$ cat src/rtl/iterative_shift_controller_pkg.sv
// Shared definitions for the iterative shift controller.
// Holds the operand and shift-amount widths, the controller state
// encoding, and the direction codes. The direction codes match the
// select polarity of the one-bit step stage.
package iterative_shift_controller_pkg;

  localparam int SHIFT_WIDTH   = 32;
  localparam int SHIFT_SHAMT_W = 5;

  typedef enum logic [1:0] {
    S_IDLE  = 2'd0,
    S_SHIFT = 2'd1,
    S_DONE  = 2'd2
  } state_t;

  localparam logic DIR_SLL = 1'b0;
  localparam logic DIR_SRA = 1'b1;

endpackage

$ cat src/rtl/iterative_shift_controller_if.sv
// Request/response bundle between the ALU sequencer (master) and the
// iterative shift controller (slave).
//   start/data_in/shamt/dir : request; sampled only on an accepted start
//   abort                   : synchronous cancel, takes priority over start
//   ready/busy              : controller status
//   done                    : one-cycle pulse on entry to DONE
//   result_valid/result     : completed shift value, held until the next
//                             accepted start or abort
interface iterative_shift_controller_if
  import iterative_shift_controller_pkg::*;
();
  logic                     start;
  logic [SHIFT_WIDTH-1:0]   data_in;
  logic [SHIFT_SHAMT_W-1:0] shamt;
  logic                     dir;
  logic                     abort;
  logic                     ready;
  logic                     busy;
  logic                     done;
  logic                     result_valid;
  logic [SHIFT_WIDTH-1:0]   result;

  modport master (
    output start, data_in, shamt, dir, abort,
    input  ready, busy, done, result_valid, result
  );

  modport slave (
    input  start, data_in, shamt, dir, abort,
    output ready, busy, done, result_valid, result
  );
endinterface

$ cat src/rtl/iterative_shift_controller_one_bit_shifter.sv
// one_bit_shifter: single-step shift stage, a 32-bit 2:1 mux.
//   a      : value to shift
//   d      : DIR_SLL shifts left by one (zero fill),
//            DIR_SRA shifts right by one (sign fill)
//   result : shifted value
module one_bit_shifter
  import iterative_shift_controller_pkg::*;
(
  input  logic [SHIFT_WIDTH-1:0] a,
  input  logic                   d,
  output logic [SHIFT_WIDTH-1:0] result
);

  always_comb begin
    if (d == DIR_SRA) result = {a[SHIFT_WIDTH-1], a[SHIFT_WIDTH-1:1]};
    else              result = {a[SHIFT_WIDTH-2:0], 1'b0};
  end

endmodule

$ cat src/rtl/iterative_shift_controller.sv
// iterative_shift_controller: multi-cycle replacement for a barrel
// shifter. It takes a 32-bit operand, a 5-bit amount and a direction
// (logical left or arithmetic right). It applies one single-bit step per
// clock, then holds the result with a done pulse.
//   clock   : rising-edge clock
//   reset_n : asynchronous active-low reset
//   bus     : slave side of iterative_shift_controller_if
module iterative_shift_controller
  import iterative_shift_controller_pkg::*;
#(
  parameter int WIDTH   = SHIFT_WIDTH,   // only 32 is supported
  parameter int SHAMT_W = SHIFT_SHAMT_W  // log2(WIDTH)
) (
  input  logic                          clock,
  input  logic                          reset_n,
  iterative_shift_controller_if.slave   bus
);

  state_t             state_q, state_d;
  logic [WIDTH-1:0]   acc_q;
  logic [WIDTH-1:0]   step_out;
  logic [SHAMT_W-1:0] cnt_q;
  logic               dir_q;
  logic               done_q;
  logic               accept;

  one_bit_shifter u_step (
    .a      (acc_q),
    .d      (dir_q),
    .result (step_out)
  );

  // abort beats start, so a start that coincides with abort is never
  // accepted.
  assign accept = bus.ready && bus.start && !bus.abort;

  always_comb begin
    // NOTE: every output of this block gets a value before the case, so no
    // path can leave one unassigned and infer a latch.
    state_d = state_q;
    unique case (state_q)
      S_IDLE, S_DONE: begin
        if (bus.abort)   state_d = S_IDLE;
        else if (accept) state_d = (bus.shamt != '0) ? S_SHIFT : S_DONE;
      end
      S_SHIFT: begin
        if (bus.abort)                      state_d = S_IDLE;
        else if (cnt_q == SHAMT_W'(1))      state_d = S_DONE;
      end
      default: state_d = S_IDLE;
    endcase
  end

  always_comb begin
    bus.ready        = (state_q == S_IDLE) || (state_q == S_DONE);
    bus.busy         = (state_q == S_SHIFT);
    bus.result_valid = (state_q == S_DONE);
    bus.done         = done_q;
    bus.result       = acc_q;
  end

  // NOTE: state registers use non-blocking assignments so every flop
  // samples the values from before the edge, whatever the statement order.
  always_ff @(posedge clock or negedge reset_n) begin
    if (!reset_n) begin
      state_q <= S_IDLE;
      acc_q   <= '0;
      cnt_q   <= '0;
      dir_q   <= DIR_SLL;
      done_q  <= 1'b0;
    end else begin
      state_q <= state_d;
      // Pulse on every entry to DONE. A zero-amount start taken while
      // already in DONE re-enters DONE and also counts as an entry.
      done_q  <= (state_d == S_DONE) && ((state_q != S_DONE) || accept);
      if (accept) begin
        acc_q <= bus.data_in;
        cnt_q <= bus.shamt;
        dir_q <= bus.dir;
      end else if ((state_q == S_SHIFT) && !bus.abort) begin
        acc_q <= step_out;
        cnt_q <= cnt_q - SHAMT_W'(1);
      end
    end
  end

endmodule

$ cat src/flat_wrapper.sv
// flat-port wrapper written by rule: the top's interface ports become plain ports
module iterative_shift_controller_flat import iterative_shift_controller_pkg::*;
#(
  parameter int WIDTH   = SHIFT_WIDTH,                          
  parameter int SHAMT_W = SHIFT_SHAMT_W                
)
  (clock, reset_n, bus_start, bus_data_in, bus_shamt, bus_dir, bus_abort, bus_ready, bus_busy, bus_done, bus_result_valid, bus_result);
  iterative_shift_controller_if bus_i ();
  input  logic clock;
  input  logic reset_n;
  input wire logic [$bits(bus_i.start)-1:0] bus_start;
  input wire logic [$bits(bus_i.data_in)-1:0] bus_data_in;
  input wire logic [$bits(bus_i.shamt)-1:0] bus_shamt;
  input wire logic [$bits(bus_i.dir)-1:0] bus_dir;
  input wire logic [$bits(bus_i.abort)-1:0] bus_abort;
  output wire logic [$bits(bus_i.ready)-1:0] bus_ready;
  output wire logic [$bits(bus_i.busy)-1:0] bus_busy;
  output wire logic [$bits(bus_i.done)-1:0] bus_done;
  output wire logic [$bits(bus_i.result_valid)-1:0] bus_result_valid;
  output wire logic [$bits(bus_i.result)-1:0] bus_result;
  assign bus_i.start = bus_start;
  assign bus_i.data_in = bus_data_in;
  assign bus_i.shamt = bus_shamt;
  assign bus_i.dir = bus_dir;
  assign bus_i.abort = bus_abort;
  assign bus_ready = bus_i.ready;
  assign bus_busy = bus_i.busy;
  assign bus_done = bus_i.done;
  assign bus_result_valid = bus_i.result_valid;
  assign bus_result = bus_i.result;
  iterative_shift_controller #(.WIDTH(WIDTH), .SHAMT_W(SHAMT_W)) u_core (.clock(clock), .reset_n(reset_n), .bus(bus_i));
endmodule
$ cat config.mk
export PLATFORM = sky130hd
export DESIGN_NAME = iterative_shift_controller_flat
export DESIGN_NICKNAME = d
export VERILOG_FILES = /design/src/rtl/iterative_shift_controller_pkg.sv /design/src/rtl/iterative_shift_controller_if.sv /design/src/rtl/iterative_shift_controller_one_bit_shifter.sv /design/src/rtl/iterative_shift_controller.sv /design/src/flat_wrapper.sv
export SDC_FILE = /design/constraint.sdc
export NUM_CORES = 1
export LEC_CHECK = 0
export ABC_AREA = 1
export CAP_MARGIN = 20
export CORE_UTILIZATION = 45
export DETAILED_ROUTE_END_ITERATION = 6
export MAX_ROUTING_LAYER = met4
export PLACE_DENSITY = 0.86
export REMOVE_ABC_BUFFERS = 1
export SLEW_MARGIN = 20
export SYNTH_ARGS = -nofsm -noshare
export SYNTH_HDL_FRONTEND = slang
export SYNTH_SLANG_ARGS = --single-unit
$ cat constraint.sdc
create_clock -name clock -period 2 [get_ports clock]
set_input_delay 0.3 -clock clock [delete_from_list [all_inputs] [get_ports clock]]
set_output_delay 0.3 -clock clock [all_outputs]
set_load 0.01 [all_outputs]
Word level (Yosys, flattened, before mapping)
Index checks and enable logic that the tools add are counted.

cells by class
  $add $sub $neg = 1
  reduce and logical (&&, ||, !) cells = 12
  equality and inequality tests = 6
  multiplexer cells = 11

operators by type and width
  kind                   count
  $mux W32               3
  $mux W2                5
  $mux W5                2
  $eq A5 B1 Y1 const B   1
  $reduce_bool A5 Y1     1
  $sub A5 B1 Y5 const B  1
  $eq A2 B2 Y1 const B   2
  $logic_and A1 B1 Y1    4
  $ne A2 B2 Y1 const B   2
  $pmux W2 S2            1
  $eq A2 B1 Y1 const B   1
  $logic_not A2 Y1       1
  $logic_or A1 B1 Y1     2
  $reduce_and A2 Y1      1
  $reduce_bool A2 Y1     1
  $reduce_or A2 Y1       1
  $logic_not A1 Y1       1

word-level totals
  output and inout port bits = 36
  bits in registers = 41
  bits of input ports = 42
  logic and storage cells = 36

Logic depth before layout (Yosys ltp)
  depth after elaboration = 9
  depth in mapped cells = 7
  gate-level depth less buffers = 7

Hierarchy
A second synthesis with hierarchy kept.

unflattened totals
  cells, all modules = 344
  area, all modules = 2346.0 um^2

modules (own cells, without submodules)
  module                      instances  cells each  area an instance (um^2)  seq. area each (um^2)
  iterative_shift_controller  1          243         1959.4                   1026.0
  one_bit_shifter             1          101         386.6                    0.0

Worst setup path after synthesis
Ideal clock, no wire load.

  kind = register to register
  start point = reg u_core.state_q[0]
  end point = reg u_core.acc_q[22] (netlist: u_core.bus.result[22])
  period minus slack after synthesis = 1.189 ns
  setup time = 0.130 ns
  slack = 0.811 ns
  data arrival time = 1.058 ns
  required time = 1.870 ns
  buffers on the path = 1
  cell stages (with the launch flop) = 8
  cell sequence = dfrtp_1 > inv_2 > nand3_4 > nand2_4 > inv_2 > buf_4 > nand2_1 > nand3_1

between the ends
  cells in the longest elaborated chain, start to end = 5
  elaborated cells on any way between the ends = 9
  classes of those cells = eq/ne: 2; mux: 1; reduce/logical: 6

ends and longest elaborated chain
  item                                                     RTL line                          text
  start, declared                                          iterative_shift_controller.sv:19  state_t state_q, state_d;
  start signal, assigned                                   iterative_shift_controller.sv:72  state_q <= state_d;
  $eq A2 B2 Y1 / $logic_not A2 Y1 (equally long branches)  iterative_shift_controller.sv:55  bus.ready = (state_q == S_IDLE) || (state_q == S_DONE);
  $logic_or A1 B1 Y1 (*)                                   iterative_shift_controller.sv:55
  via bus_ready                                            flat_wrapper.sv:16                output wire logic [$bits(bus_i.ready)-1:0] bus_ready;
  $logic_and A1 B1 Y1 (*) (2 in series)                    iterative_shift_controller.sv:35  assign accept = bus.ready && bus.start && !bus.abort;
  $mux W32 / $reduce_bool A2 Y1 (equally long branches)    -
  end signal, assigned                                     iterative_shift_controller.sv:77  acc_q <= bus.data_in;
  end signal, assigned                                     iterative_shift_controller.sv:81  acc_q <= step_out;
  end, declared                                            iterative_shift_controller.sv:20  logic [WIDTH-1:0] acc_q;

Mark *: on every way through the listed nets, which the timed path passes. The rest lies on a longest branch.
A chain may end at the register's enable or synchronous reset.

Final worst setup path
  start point = reg u_core.state_q[1]
  end point = out bus_busy

between the ends
  cells in the longest elaborated chain, start to end = 1

ends and longest elaborated chain
  item           RTL line                          text
  $eq A2 B1 Y1   iterative_shift_controller.sv:56  bus.busy = (state_q == S_SHIFT);
  end, declared  flat_wrapper.sv:17                output wire logic [$bits(bus_i.busy)-1:0] bus_busy;

Every way passes these cells.

==> summary.md <==
The flow ran to the end, and the final reports show no timing, DRC or antenna violations. The repair_antennas step left the layout with diodes totalling 0. The startpoint identified for the worst register-to-register timing path is u_core.state_q[0]. For the number of buffers inserted during clock tree synthesis, the log shows 5.

The tool flagged a number of max-cap violations equal to 0. The congestion estimate from routability-driven global placement came to 0.8566. The run gives 0 as the count of endpoints failing hold in the final timing report. The worst setup path is captured at an output port. Post-detailed-route wirelength per cell: 12.90 µm. In the routed layout, each cell is associated on average with a via count of 5.141.

In the global route stage, overall resource usage came out at 24.73%. The final non-filler cell total was 475. The number of synthesis warnings came out at 0.

The first global-routing pass estimated 10250 µm of wire. In the final layout, flip-flops and latches occupy 0.001026 mm². TritonCTS built the clock tree.

The first detailed-routing pass ran for 4 iterations. The minimum clock period after layout was 1.722 ns; the power density of the placed cells was 1267 mW/mm². The post-detailed-route DRC marker count was 0; the die span in y was 74.26 µm.

The run gives 0.005515 mm² as the die area. The most common cell after layout, fill and taps aside was nand2_1. The logs give 1.524 nW for the static leakage power and 0 for the number of antenna violations at the first check in global routing. Input and output buffers added on the ports amount to 77. Via count of the first global-routing pass: 2277.

The run gives 453 as the number of nets in the layout. Summing all multi-input logic gate instances after layout gives 0.001151 mm². Horizontal die dimension: 74.26 µm. STA classifies the critical path startpoint as a flip-flop. After clock tree synthesis, the setup repair step added 0 buffers.

The cell repeated most along the worst path is inv_1. The top cell types in the final layout, fill and taps aside, are nand2_1 (148), clkdlybuf4s50_1 (76), dfrtp_1 (41), nor2_1 (28), o21ai_0 (28). In this run, synthesis produced a sequential element count of 41. The clock transition at the register clock pins on the worst setup and hold paths after CTS is 0.08 ns, and the maximum level of the CTS H-tree is 2. Type of the tightest min-delay check: primary input to asynchronous set/reset pin. Post-CTS repair changed the size of 0 cells. The longest clock path from root to sink contains 2 buffers. The sequential area share after synthesis was 43.66%; the signed area change from the synthesized netlist to the final layout was 38.23%. For this block, the initial DRC count from the detailed router was 232. The starting density of the core came out at 48.15%. The worst slew margin relative to its limit is 63.53%, and the critical path arrival is 1.42 ns. Once detailed placement completed, the half-perimeter wirelength came to 4170 µm.

The slowest stage of the critical path is the clkdlybuf4s50_1 cell. Along the worst path, the maximum fanout reaches 4. The I/O pin count was 78.

The endpoint identified for the worst register-to-register timing path is u_core.bus.result[5]. Critical path buffer and inverter count: 3. The synthesized area per cell is 6.973 µm², and the fraction of layout cells with a size suffix above 1 is 4.902%.

The logic depth of the worst register-to-register path came out at 6. For the overall overflow remaining after global route, the log shows 0. For the max-slew violation count, the log shows 0. The count of nets left with antenna violations once routing finished came out at 0. The tools report the mapped cell area as 0.002350 mm². Clock tree synthesis selected as its root buffer the cell clkbuf_8. For this block, the via count after detailed routing is 2442. Across all hold checks on the routed design, the worst slack comes to 0.5193 ns. Data on the critical path is required at its endpoint by 1.70 ns.

The run gives 0.004880 mm² as the core box area. Traced cell by cell, the critical path runs through inv_1, nand2_1, inv_1, clkdlybuf4s50_1. Row generation in the floorplan step produced 25 rows. The logs give 42 for the maximum number of pins on one net before global-route repair and 440 for the fill cell instance count of the final layout. The clock net in this run drives a total of 41 sinks. The logs give 0 ns for the summed negative setup slack over all endpoints and 0.7766 mV for the peak supply drop. For this block, the routed nets add up to 6128 µm of wire. The instance count of the mapped netlist came out at 337. The slack of the worst reg-to-reg path is 0.48 ns, and the highest achievable clock rate is 580.8 MHz. For the pin with the worst max-slew slack, the measured transition is 0.5462 ns. Largest delay contributor family on the critical path: buffers and inverters. Setup violations remaining at the end of the flow were counted as 0.

The number of cells in the design after placement came out at 468. The largest single stage delay on the critical path is 0.52 ns. Across the routed clock network, the largest skew measured is 0.01049 ns.

The final critical path takes up 86.09% of the cycle. The later pin in the worst-skew pair is clocked with a latency of 0.29 ns. Setup repair after global routing left no endpoint under its margin. The startpoint-to-endpoint class of the critical path is flip-flop to output port. Synthesis instantiated 23 different standard cells from the library.
[worst min-delay path, stage by stage]
cell           delay, ns
dlygate4sd3_1       0.52
buf_2               0.12
buf_12              0.23
[power by group]
group	switching [W]	internal (W)	leakage [nW]
Sequential	0.000395	0.00119	0.519
Combinational	0.000971	0.00106	0.965
Clock	0.000266	0.000230	0.0399
[logic make-up (layout without fill, tap and decap cells)]
logic type	Yosys count	in the layout	synth area share, %
AND/OR/NAND/NOR	193	193	32.85
adder cells (fa/ha/maj)	2	2	1.065
AO/OA/AOI/OAI	61	61	13.95
buffers and inverters	37	108	7.348
XOR/XNOR	3	3	1.118
flip-flops	41	41	43.66
[cells in the mapped netlist, drive strengths merged]
cell type / instances / area (µm²)
nand2: 149 / 566.8
o21ai: 51 / 255.2
dfrtp: 41 / 1026
nor2: 28 / 105.1
inv: 17 / 63.81
buf: 15 / 87.59
nand3: 13 / 82.58
o211ai: 9 / 67.56
clkbuf: 4 / 17.52
xor2: 3 / 26.28
ha: 2 / 25.02
a21oi: 1 / 5.000
clkinv: 1 / 3.750
nand4: 1 / 6.260
nor3: 1 / 5.000
or2: 1 / 6.260
[stage by stage]
step / instance area (µm²) / setup slack, ns / power [W] / util, %
6_report: 3248 / 0.2781 / 0.004114 / 66.56
5_1_grt: 3248 / 0.2165 / 0.004450 / 66.56
4_1_cts: 3248 / 0.2800 / 0.004115 / 66.56
3_5_place_dp: 3164 / 0.1283 / 0.003614 / 64.85
3_3_place_gp: 3164 / 0.1824 / 0.003565 / 64.85
2_1_floorplan: 2245 / 0.05833 / 0.002570 / -
[worst max-delay path by stage]
stage,startpoint,end,slack (ns),cells past startpoint
2_1_floorplan,u_core.dir_q,u_core.bus.result[22],0.06,4
3_3_place_gp,bus_abort,u_core.cnt_q[1],0.18,7
3_5_place_dp,bus_abort,u_core.bus.result[22],0.13,7
4_1_cts,u_core.state_q[1],bus_busy,0.28,4
5_1_grt,u_core.state_q[1],bus_busy,0.22,4
6_report,u_core.state_q[1],bus_busy,0.28,4
[registers in the layout (all words and copies together) (netlist names)]
register           cells
u_core.state_q         2
u_core.bus.done        1
u_core.dir_q           1
u_core.bus.result     32
u_core.cnt_q           5
[routing by layer]
layer,vias to the layer above,wire length (µm),track usage (%)
li1,1208,-,-
met1,1134,2868,33.39
met2,96,2855,39.39
met3,4,360,4.065
met4,0,44,5.451
met5,-,0,-
[final cells by class]
type / count / share of cell area [%]
clock inverter: 1 / 0.1541
inverter: 18 / 2.080
multi-input combinational: 259 / 35.44
clock buffer: 5 / 2.119
timing repair buffer: 84 / 26.04
sequential: 41 / 31.59
tap: 67 / 2.581
[timing repair]
item                                    4_1_cts  5_1_grt
hold endpoints to repair                     41        0
hold buffers                                  1        0
endpoints found under the setup margin        0        0
Note: power is estimated with default switching activity, not from simulation.
